==> config.mk <==
export PLATFORM = sky130hd
export DESIGN_NAME = vga_sync_generator
export DESIGN_NICKNAME = d
export VERILOG_FILES = /design/src/rtl/vga_sync_generator_pkg.sv /design/src/rtl/vga_pixel_tick.sv /design/src/rtl/vga_sync_generator.sv
export SDC_FILE = /design/constraint.sdc
export NUM_CORES = 1
export LEC_CHECK = 0
export ABC_AREA = 1
export ABC_CLOCK_PERIOD_IN_PS = 4000
export CAP_MARGIN = 40
export CORE_MARGIN = 2
export CORE_UTILIZATION = 40
export DETAILED_ROUTE_END_ITERATION = 6
export GPL_ROUTABILITY_DRIVEN = 0
export PLACE_DENSITY = 0.74
export SLEW_MARGIN = 25
export SYNTH_ARGS = -nofsm -noshare
export SYNTH_HDL_FRONTEND = slang
export SYNTH_SLANG_ARGS = --single-unit
==> constraint.sdc <==
create_clock -name clk -period 4 [get_ports clk]
set_input_delay 0.8 -clock clk [delete_from_list [all_inputs] [get_ports clk]]
set_output_delay 0.8 -clock clk [all_outputs]
set_load 0.02 [all_outputs]
==> src/rtl/vga_sync_generator_pkg.sv <==
// rtl/vga_sync_generator_pkg.sv - shared 640x480@60 timing defaults and helpers
package vga_sync_generator_pkg;

  // 640x480@60 with a 50 MHz system clock and a 25 MHz pixel rate
  localparam int DEF_CLK_DIV   = 2;
  localparam int DEF_H_DISPLAY = 640;
  localparam int DEF_H_FRONT   = 16;
  localparam int DEF_H_SYNC    = 96;
  localparam int DEF_H_BACK    = 48;
  localparam int DEF_V_DISPLAY = 480;
  localparam int DEF_V_FRONT   = 10;
  localparam int DEF_V_SYNC    = 2;
  localparam int DEF_V_BACK    = 33;
  localparam int DEF_SYNC_POL  = 0;

  // Raster counters are 10 bits wide, so totals must stay <= 1024
  localparam int CNT_W = 10;

  // Inclusive range test used for the sync pulse windows
  function automatic logic in_range(input logic [CNT_W-1:0] val, input int lo, input int hi);
    return (int'(val) >= lo) && (int'(val) <= hi);
  endfunction

endpackage

==> src/rtl/vga_pixel_tick.sv <==
// rtl/vga_pixel_tick.sv - system-clock to pixel-rate divider with freeze
module vga_pixel_tick #(
  parameter int CLK_DIV = 2
) (
  input  logic clk,
  input  logic reset,
  input  logic enable,
  output logic pixel_tick
);

  localparam int DIV_W = (CLK_DIV > 1) ? $clog2(CLK_DIV) : 1;
  localparam logic [DIV_W-1:0] DIV_LAST = DIV_W'(CLK_DIV - 1);

  logic [DIV_W-1:0] div_cnt;

  // Divider counts only while enabled, so a freeze resumes from the held phase
  always_ff @(posedge clk or negedge reset) begin
    if (!reset) begin
      div_cnt <= '0;
    end else if (enable) begin
      div_cnt <= (div_cnt == DIV_LAST) ? '0 : div_cnt + DIV_W'(1);
    end
  end

  // Reset gates the decode so the tick is low while reset is held, even with CLK_DIV=1
  assign pixel_tick = reset & enable & (div_cnt == DIV_LAST);

endmodule

==> src/rtl/vga_sync_generator.sv <==
// rtl/vga_sync_generator.sv - VGA raster counters, sync pulses and video window
module vga_sync_generator
  import vga_sync_generator_pkg::*;
#(
  parameter int CLK_DIV   = DEF_CLK_DIV,
  parameter int H_DISPLAY = DEF_H_DISPLAY,
  parameter int H_FRONT   = DEF_H_FRONT,
  parameter int H_SYNC    = DEF_H_SYNC,
  parameter int H_BACK    = DEF_H_BACK,
  parameter int V_DISPLAY = DEF_V_DISPLAY,
  parameter int V_FRONT   = DEF_V_FRONT,
  parameter int V_SYNC    = DEF_V_SYNC,
  parameter int V_BACK    = DEF_V_BACK,
  parameter int SYNC_POL  = DEF_SYNC_POL
) (
  input  logic             clk,
  input  logic             reset,
  input  logic             enable,
  output logic             pixel_tick,
  output logic [CNT_W-1:0] pixel_x,
  output logic [CNT_W-1:0] pixel_y,
  output logic             video_on,
  output logic             hsync,
  output logic             vsync,
  output logic             frame_start
);

  localparam int H_TOTAL  = H_DISPLAY + H_FRONT + H_SYNC + H_BACK;
  localparam int V_TOTAL  = V_DISPLAY + V_FRONT + V_SYNC + V_BACK;
  localparam int HS_START = H_DISPLAY + H_FRONT;
  localparam int HS_END   = HS_START + H_SYNC - 1;
  localparam int VS_START = V_DISPLAY + V_FRONT;
  localparam int VS_END   = VS_START + V_SYNC - 1;
  localparam logic SYNC_ACT = 1'(SYNC_POL);

  logic [CNT_W-1:0] h_next;
  logic [CNT_W-1:0] v_next;
  logic             h_last;
  logic             v_last;
  logic             frame_wrap;

  vga_pixel_tick #(
    .CLK_DIV (CLK_DIV)
  ) u_pixel_tick (
    .clk        (clk),
    .reset      (reset),
    .enable     (enable),
    .pixel_tick (pixel_tick)
  );

  // Next raster position: advance one pixel per tick, wrapping line then frame
  always_comb begin
    h_last     = (pixel_x == CNT_W'(H_TOTAL - 1));
    v_last     = (pixel_y == CNT_W'(V_TOTAL - 1));
    h_next     = pixel_x;
    v_next     = pixel_y;
    frame_wrap = pixel_tick & h_last & v_last;
    if (pixel_tick) begin
      if (h_last) begin
        h_next = '0;
        v_next = v_last ? '0 : pixel_y + CNT_W'(1);
      end else begin
        h_next = pixel_x + CNT_W'(1);
      end
    end
  end

  // Counters and decodes register together from the next position, so they never skew
  always_ff @(posedge clk or negedge reset) begin
    if (!reset) begin
      pixel_x     <= '0;
      pixel_y     <= '0;
      video_on    <= 1'b1;
      hsync       <= ~SYNC_ACT;
      vsync       <= ~SYNC_ACT;
      frame_start <= 1'b0;
    end else if (enable) begin
      pixel_x     <= h_next;
      pixel_y     <= v_next;
      video_on    <= (h_next < CNT_W'(H_DISPLAY)) && (v_next < CNT_W'(V_DISPLAY));
      hsync       <= in_range(h_next, HS_START, HS_END) ? SYNC_ACT : ~SYNC_ACT;
      vsync       <= in_range(v_next, VS_START, VS_END) ? SYNC_ACT : ~SYNC_ACT;
      frame_start <= frame_wrap;
    end
  end

endmodule

* Yosys cells after proc, flatten, opt, wreduce, memory -nomap -nowiden *
Cells that the tools add are included.

cells by class
  add/sub/neg operators = 3
  $lt $le $gt $ge = 6
  equality and inequality tests = 2
  muxes and demuxes = 8
  bitwise logic cells = 4
  reduce and logical (&&, ||, !) cells = 3

operators with widths
  cell                   number
  $mux 10                5
  $add 10x1->10 const B  2
  $eq 10x10->1 const B   2
  $ge 10x10->1 const B   1
  $ge 10x9->1 const B    1
  $le 10x10->1 const B   1
  $le 10x9->1 const B    1
  $lt 10x10->1 const B   1
  $lt 10x9->1 const B    1
  $and 1x1->1            4
  $logic_and 1x1->1      3
  $mux 1                 3
  $add 1x1->1 const B    1

storage, ports and cells
  flip-flop bits (word level) = 25
  logic and storage cells = 33

* Depth between registers and ports, before layout *
Gate-level depths: netlist (run 1).

  depth after elaboration = 7
  mapped depth = 13
  gate-level depth less buffers = 13

* By module *
A second synthesis (run 1) with hierarchy kept.

unflattened totals
  cells, all modules = 252
  area total of the unflattened synthesis = 1712.9 um2

by module, submodules not included
  module              times used  cells an instance  area an instance (um2)  seq. area each (um2)
  vga_sync_generator  1           244                1661.6                  604.3
  vga_pixel_tick      1           8                  51.3                    25.0

* Worst setup path after synthesis (run 1) *
OpenSTA, ideal clock, no wires.

  path type = input to output
  start point = in enable
  end point = out pixel_tick
  data arrival time = 1.175 ns
  path slack = 2.025 ns
  stages on the path = 3
  cell sequence = nand2_1 > nor2_4 > buf_4

between the ends
  longest elaborated chain between the ends = 2

RTL lines
  element                   RTL line                  text
  start, declared           vga_sync_generator.sv:18  input logic enable,
  $and 1x1->1 (2 in a row)  vga_pixel_tick.sv:26      assign pixel_tick = reset & enable & (div_cnt == DIV_LAST);
  end, declared             vga_sync_generator.sv:19  output logic pixel_tick,

Every way passes these cells.

* Worst setup path after layout (run 1) *
Same ends and word-level chain as after synthesis.

==> results of run 1 <==
## metrics by stage
stage               cell area, um2  hold slack, ns  std cells  worst slack (ns)  utilization
floorplan                     1570           0.499        213              2.02            -
global placement              1900           0.456        289             0.968        0.511
detailed placement            1900           0.457        289             0.954        0.511
CTS                           1950           0.474        293             0.945        0.524
global route                  1950           0.483        293             0.872        0.524
finish                        1950           0.470        293             0.959        0.524
## critical path: stages
cell and delay, ns:
clkdlybuf4s50_1 0.45, buf_4 0.19, nand2_1 0.10, nor2_4 0.10, clkdlybuf4s50_1 0.60
## area by class of cell
| class | count | area (um2) | area share |
|---|---|---|---|
| clock buffer | 4 | 45.0 | 0.0232 |
| inverter | 37 | 140 | 0.0720 |
| sequential | 25 | 629 | 0.323 |
| timing repair buffer | 30 | 293 | 0.150 |
| tap | 48 | 60.1 | 0.0309 |
| multi-input combinational | 149 | 778 | 0.400 |
## cells in the mapped netlist, drive strengths merged
master  count
nand2      57
inv        36
nor2       35
nand3      24
dfrtp      22
o21ai      11
nand4       6
a21oi       4
nor3        4
dfstp       3
ha          3
xor2        3
buf         2
clkinv      1
o21bai      1
o22ai       1
## where the power goes
part	total, W	internal, W	switching, W	leakage [nW]
combinational	0.000167	0.0000736	0.0000934	0.637
clock	0.000149	0.0000712	0.0000780	0.0228
sequential	0.000317	0.000282	0.0000356	0.282
total	0.000633	0.000426	0.000207	0.941
## sequential cells by signal, summed over array words and instances, names as in the netlist
name                  flops
frame_start               1
hsync                     1
pixel_x                  10
pixel_y                  10
u_pixel_tick.div_cnt      1
video_on                  1
vsync                     1
## kinds of logic after synthesis
logic type / count (synthesis) / share of synthesized area
adders and majority gates: 3 / 0.0240
and+or+nand+nor: 126 / 0.397
buffers and inverters: 39 / 0.101
xor gates and xnor gates: 3 / 0.0168
AOI/OAI and AO/OA: 17 / 0.0591
DFF: 25 / 0.402
## worst max path at each step
| stage | start | to | depth (start not counted) |
|---|---|---|---|
| 2_1_floorplan | enable | pixel_tick | 3 |
| 3_3_place_gp | enable | pixel_tick | 5 |
| 3_5_place_dp | enable | pixel_tick | 5 |
| 4_1_cts | enable | pixel_tick | 5 |
| 5_1_grt | enable | pixel_tick | 5 |
| 6_report | enable | pixel_tick | 5 |
## layer usage
layer	wire length, um	up-vias
met5	0	-
met1	1760	656
met4	34	0
met3	106	2
met2	1500	27
li1	-	732
==> results.cfg, run 1 <==
[sta]
fin_setup_tns_ns = 0
finalHoldViolations = 0
slew_violations = 0
relSlewSlack = 0.775
worst_slew_pin_slew_ns = 0.338
fin_crit_sh = 0.760
fmax_mhz = 329
setup_violations = 0
fin_skew_ns = 0.00252
rsz0062_at_grt = false
timing.final.crit_period_ns = 3.04

[yosys]
ys.warnings.count = 0
yosysTopAreaCellShare = 0.351
synth_fp_nets = 219
synth_area_leaders = dfrtp_1 35%, nand2_1 13%, inv_1 7.9%, nand3_1 6.7%, nor2_1 5.8%
syn_avg_cell_area_um2 = 7.35
synth_cell_type_count = 28
synth_area_mm2 = 0.00157
post-synth-top-area-cell = dfrtp_1
syn_inst = 213
synth_seq_cells = 25
ys_seq_area_frac = 0.402

[min_path]
min_from = video_on$_DFFE_PN1P_
min_path_cells = 2
min_to = video_on$_DFFE_PN1P_
hold_class = reg2reg

[worst_setup_path]
crit_type = in2out
crit_fanout = 11
cp.arrival_ns = 2.24
crit_path_start_kind = input pin
endpoint_kind = output pin
worst_r2r_endpoint = vsync$_DFFE_PN1P_
r2r_slack_ns = 2.17
r2r_cells = 12
required_ns = 3.20
r2r-start = pixel_x[1]$_DFFE_PN0P_

[clocking]
clk_path_buf_depth = 2
clkLatencyLatePin_ns = 0.26
cts_tree = built
cts-root-buf = clkbuf_8
cts_buffers = 3
h-tree-depth = 1
cts_hold_buf = 0
cts-resized-gates = 0
clock_sinks = 25
clkTransAtPathRegs_ns = 0.08
cts_setup_buffers = 0

[global_routing]
track_usage = 0.166
grt_max_degree = 27
overflow = 0
antenna_found_initial = 0
grt_pass1_vias = 1283
met2_usage = 0.260
met3_usage = 0.0203
grtUsageMet1 = 0.233
grt.busiest_layer = met2
grt_pass1_wl_mm = 5.60

[route]
vias = 1417
vias_per_cell = 4.84
wire_per_inst_um = 11.6
wl_mm = 3.39
drc = 0
first_pass_iters = 4
drt_iter0_markers = 65
antenna_left = 0

[flow_run]
drv_cap = 0

[power_and_ir_drop]
total_power_w = 0.000633
power_leakage_nw = 0.941
vdd_ir_drop_max_mv = 0.142
p_per_area_mw_per_mm2 = 326

[status]
status = completed

[layout]
fillerInstances = 379
layout_commonest_cell = nand2_1
antennaDiodeCount = 0
layout.nets = 252
syn_to_final_growth_pct = 24.2
final_cell_mix = 56 x nand2_1, 33 x inv_1, 27 x clkdlybuf4s50_1
drive_gt1_frac = 0.131

[floorplanning]
row_count = 22
start_util = 0.422
pin_count = 28
die_h_um = 66.6
die-width_um = 66.6
die_area_mm2 = 0.00443
coreArea_mm2 = 0.00372

[placed_design]
port_buffers = 27
hpwl_mm = 2.63
Note: power is estimated with default switching activity, not from simulation.
==> inputs of run 2 (changes only) <==
Settings changed: ABC_CLOCK_PERIOD_IN_PS 4000 to 2550, PLACE_DENSITY 0.74 to 0.77.
Clock period 4 ns to 2.55 ns, I/O delays scaled along.
==> results.cfg, run 2 (synthesized netlist as in run 1, its figures left out) <==
[route]
drt_iter0_markers = 98
wire_per_inst_um = 11.4
vias = 1417
first_pass_iters = 4
vias_per_cell = 4.80
antenna_left = 0
wl_mm = 3.35
drc = 0

[floorplanning]
row_count = 22
coreArea_mm2 = 0.00372
start_util = 0.422
die_area_mm2 = 0.00443
die_h_um = 66.6
pin_count = 28
die-width_um = 66.6

[clocking]
cts-root-buf = clkbuf_8
clkLatencyLatePin_ns = 0.27
cts_tree = built
cts-resized-gates = 0
cts_hold_buf = 0
clk_path_buf_depth = 2
cts_setup_buffers = 0
clkTransAtPathRegs_ns = 0.09
h-tree-depth = 1
clock_sinks = 25
cts_buffers = 3

[layout]
drive_gt1_frac = 0.142
final_cell_mix = 56 x nand2_1, 33 x inv_1, 27 x clkdlybuf4s50_1
layout_commonest_cell = nand2_1
layout.nets = 254
top_regs = pixel_x x10, pixel_y x10
fillerInstances = 369
antennaDiodeCount = 0
fin_area_mm2 = 0.00196
syn_to_final_growth_pct = 25.2

[power_and_ir_drop]
power_leakage_nw = 0.954
p_per_area_mw_per_mm2 = 510
p_int_w = 0.000669
vdd_ir_drop_max_mv = 0.261
p_seq_frac = 0.496
p_clk_frac = 0.238
switching_power_w = 0.000331
combPwrFrac = 0.265
switching_share = 0.331

[sta]
fin_skew_ns = 0.00313
finalHoldViolations = 0
rsz0062_at_grt = false
fin_setup_tns_ns = 0
relSlewSlack = 0.804
worst_slew_pin_slew_ns = 0.292
fin_crit_sh = 0.930
fmax_mhz = 422
setup_violations = 0
slew_violations = 0
timing.final.crit_period_ns = 2.37

[worst_setup_path]
critPathMostFrequentCell = clkdlybuf4s50_1
required_ns = 2.04
endpoint_kind = output pin
crit_path_start_kind = input pin
r2r-start = pixel_x[1]$_DFFE_PN0P_
max_stage_delay_ns = 0.60
crit_fanout = 2
cp.arrival_ns = 1.86
critPathSlowestCell = clkdlybuf4s50_1
crit_type = in2out
worstPathCellList = clkdlybuf4s50_1, nand2_1, nor2_4, clkdlybuf4s50_1
crit_path_start = enable

[flow_run]
drv_cap = 0

[global_routing]
overflow = 0
track_usage = 0.170
grt_pass1_vias = 1282
grt_pass1_wl_mm = 5.80
grt_max_degree = 15
antenna_found_initial = 0

[min_path]
hold_class = reg2reg
min_from = video_on$_DFFE_PN1P_

[status]
status = completed

[placed_design]
hpwl_mm = 2.68
port_buffers = 27
dpl_cell_area_mm2 = 0.00192
[run 2: cell count changes in the layout (fill, tap and decap cells not counted), sizes merged]
cell,previous run,this run
clkinv,1,2
buf,3,5
clkbuf,4,3
[run 2: critical path, delay by kind of cell]
family	cells	cell delay, ns
buf+inv	2	1.11
simple gates	2	0.23
[run 2: final timing paths]
kind	end	slack, ns	depth (start not counted)
min in group asynchronous	pixel_y[1]$_DFFE_PN0P_	0.63	2
max in group asynchronous	u_pixel_tick.div_cnt$_DFFE_PN0P_	1.66	3
worst min-delay path	video_on$_DFFE_PN1P_	0.47	2
worst max-delay path	pixel_tick	0.18	4
worst min register to register	video_on$_DFFE_PN1P_	0.47	2
worst max register to register	vsync$_DFFE_PN1P_	0.69	10
[run 2: area by class of cell]
type                    instances  area, um2  area share
multi-input cells             149        778       0.397
flip-flops and latches         25        629       0.321
repair buffers                 32        308       0.157
inverters                      37        140      0.0714
well taps                      48       60.1      0.0306
clock buffers                   3       41.3      0.0210
clock inverters                 1       5.00     0.00255
[run 2: power by group through the flow]
stage          sequential (W)  combinational [W]  clock [W]
2_1_floorplan        0.000542           0.000109          0
3_3_place_gp         0.000503           0.000263          0
3_5_place_dp         0.000505           0.000268          0
4_1_cts              0.000497           0.000268   0.000247
5_1_grt              0.000506           0.000294   0.000271
6_report             0.000496           0.000265   0.000238
[run 2: routing by layer]
metal | GRT usage | vias to the layer above | part of all wire
met5 | 0 | - | 0
met4 | 0.0561 | 0 | 0.016
met3 | 0.0270 | 4 | 0.065
met2 | 0.256 | 41 | 0.45
met1 | 0.248 | 629 | 0.47
li1 | - | 743 | -
[run 2: per-stage QoR]
step	total power (W)	utilization	std cells	setup WS (ns)	hold slack [ns]
after floorplan	0.000651	-	213	0.785	0.214
after global placement	0.000766	0.515	291	0.204	0.460
after detailed placement	0.000772	0.515	291	0.171	0.461
after CTS	0.00101	0.528	295	0.182	0.473
after global routing	0.00107	0.528	295	0.146	0.509
final	0.00100	0.528	295	0.179	0.469
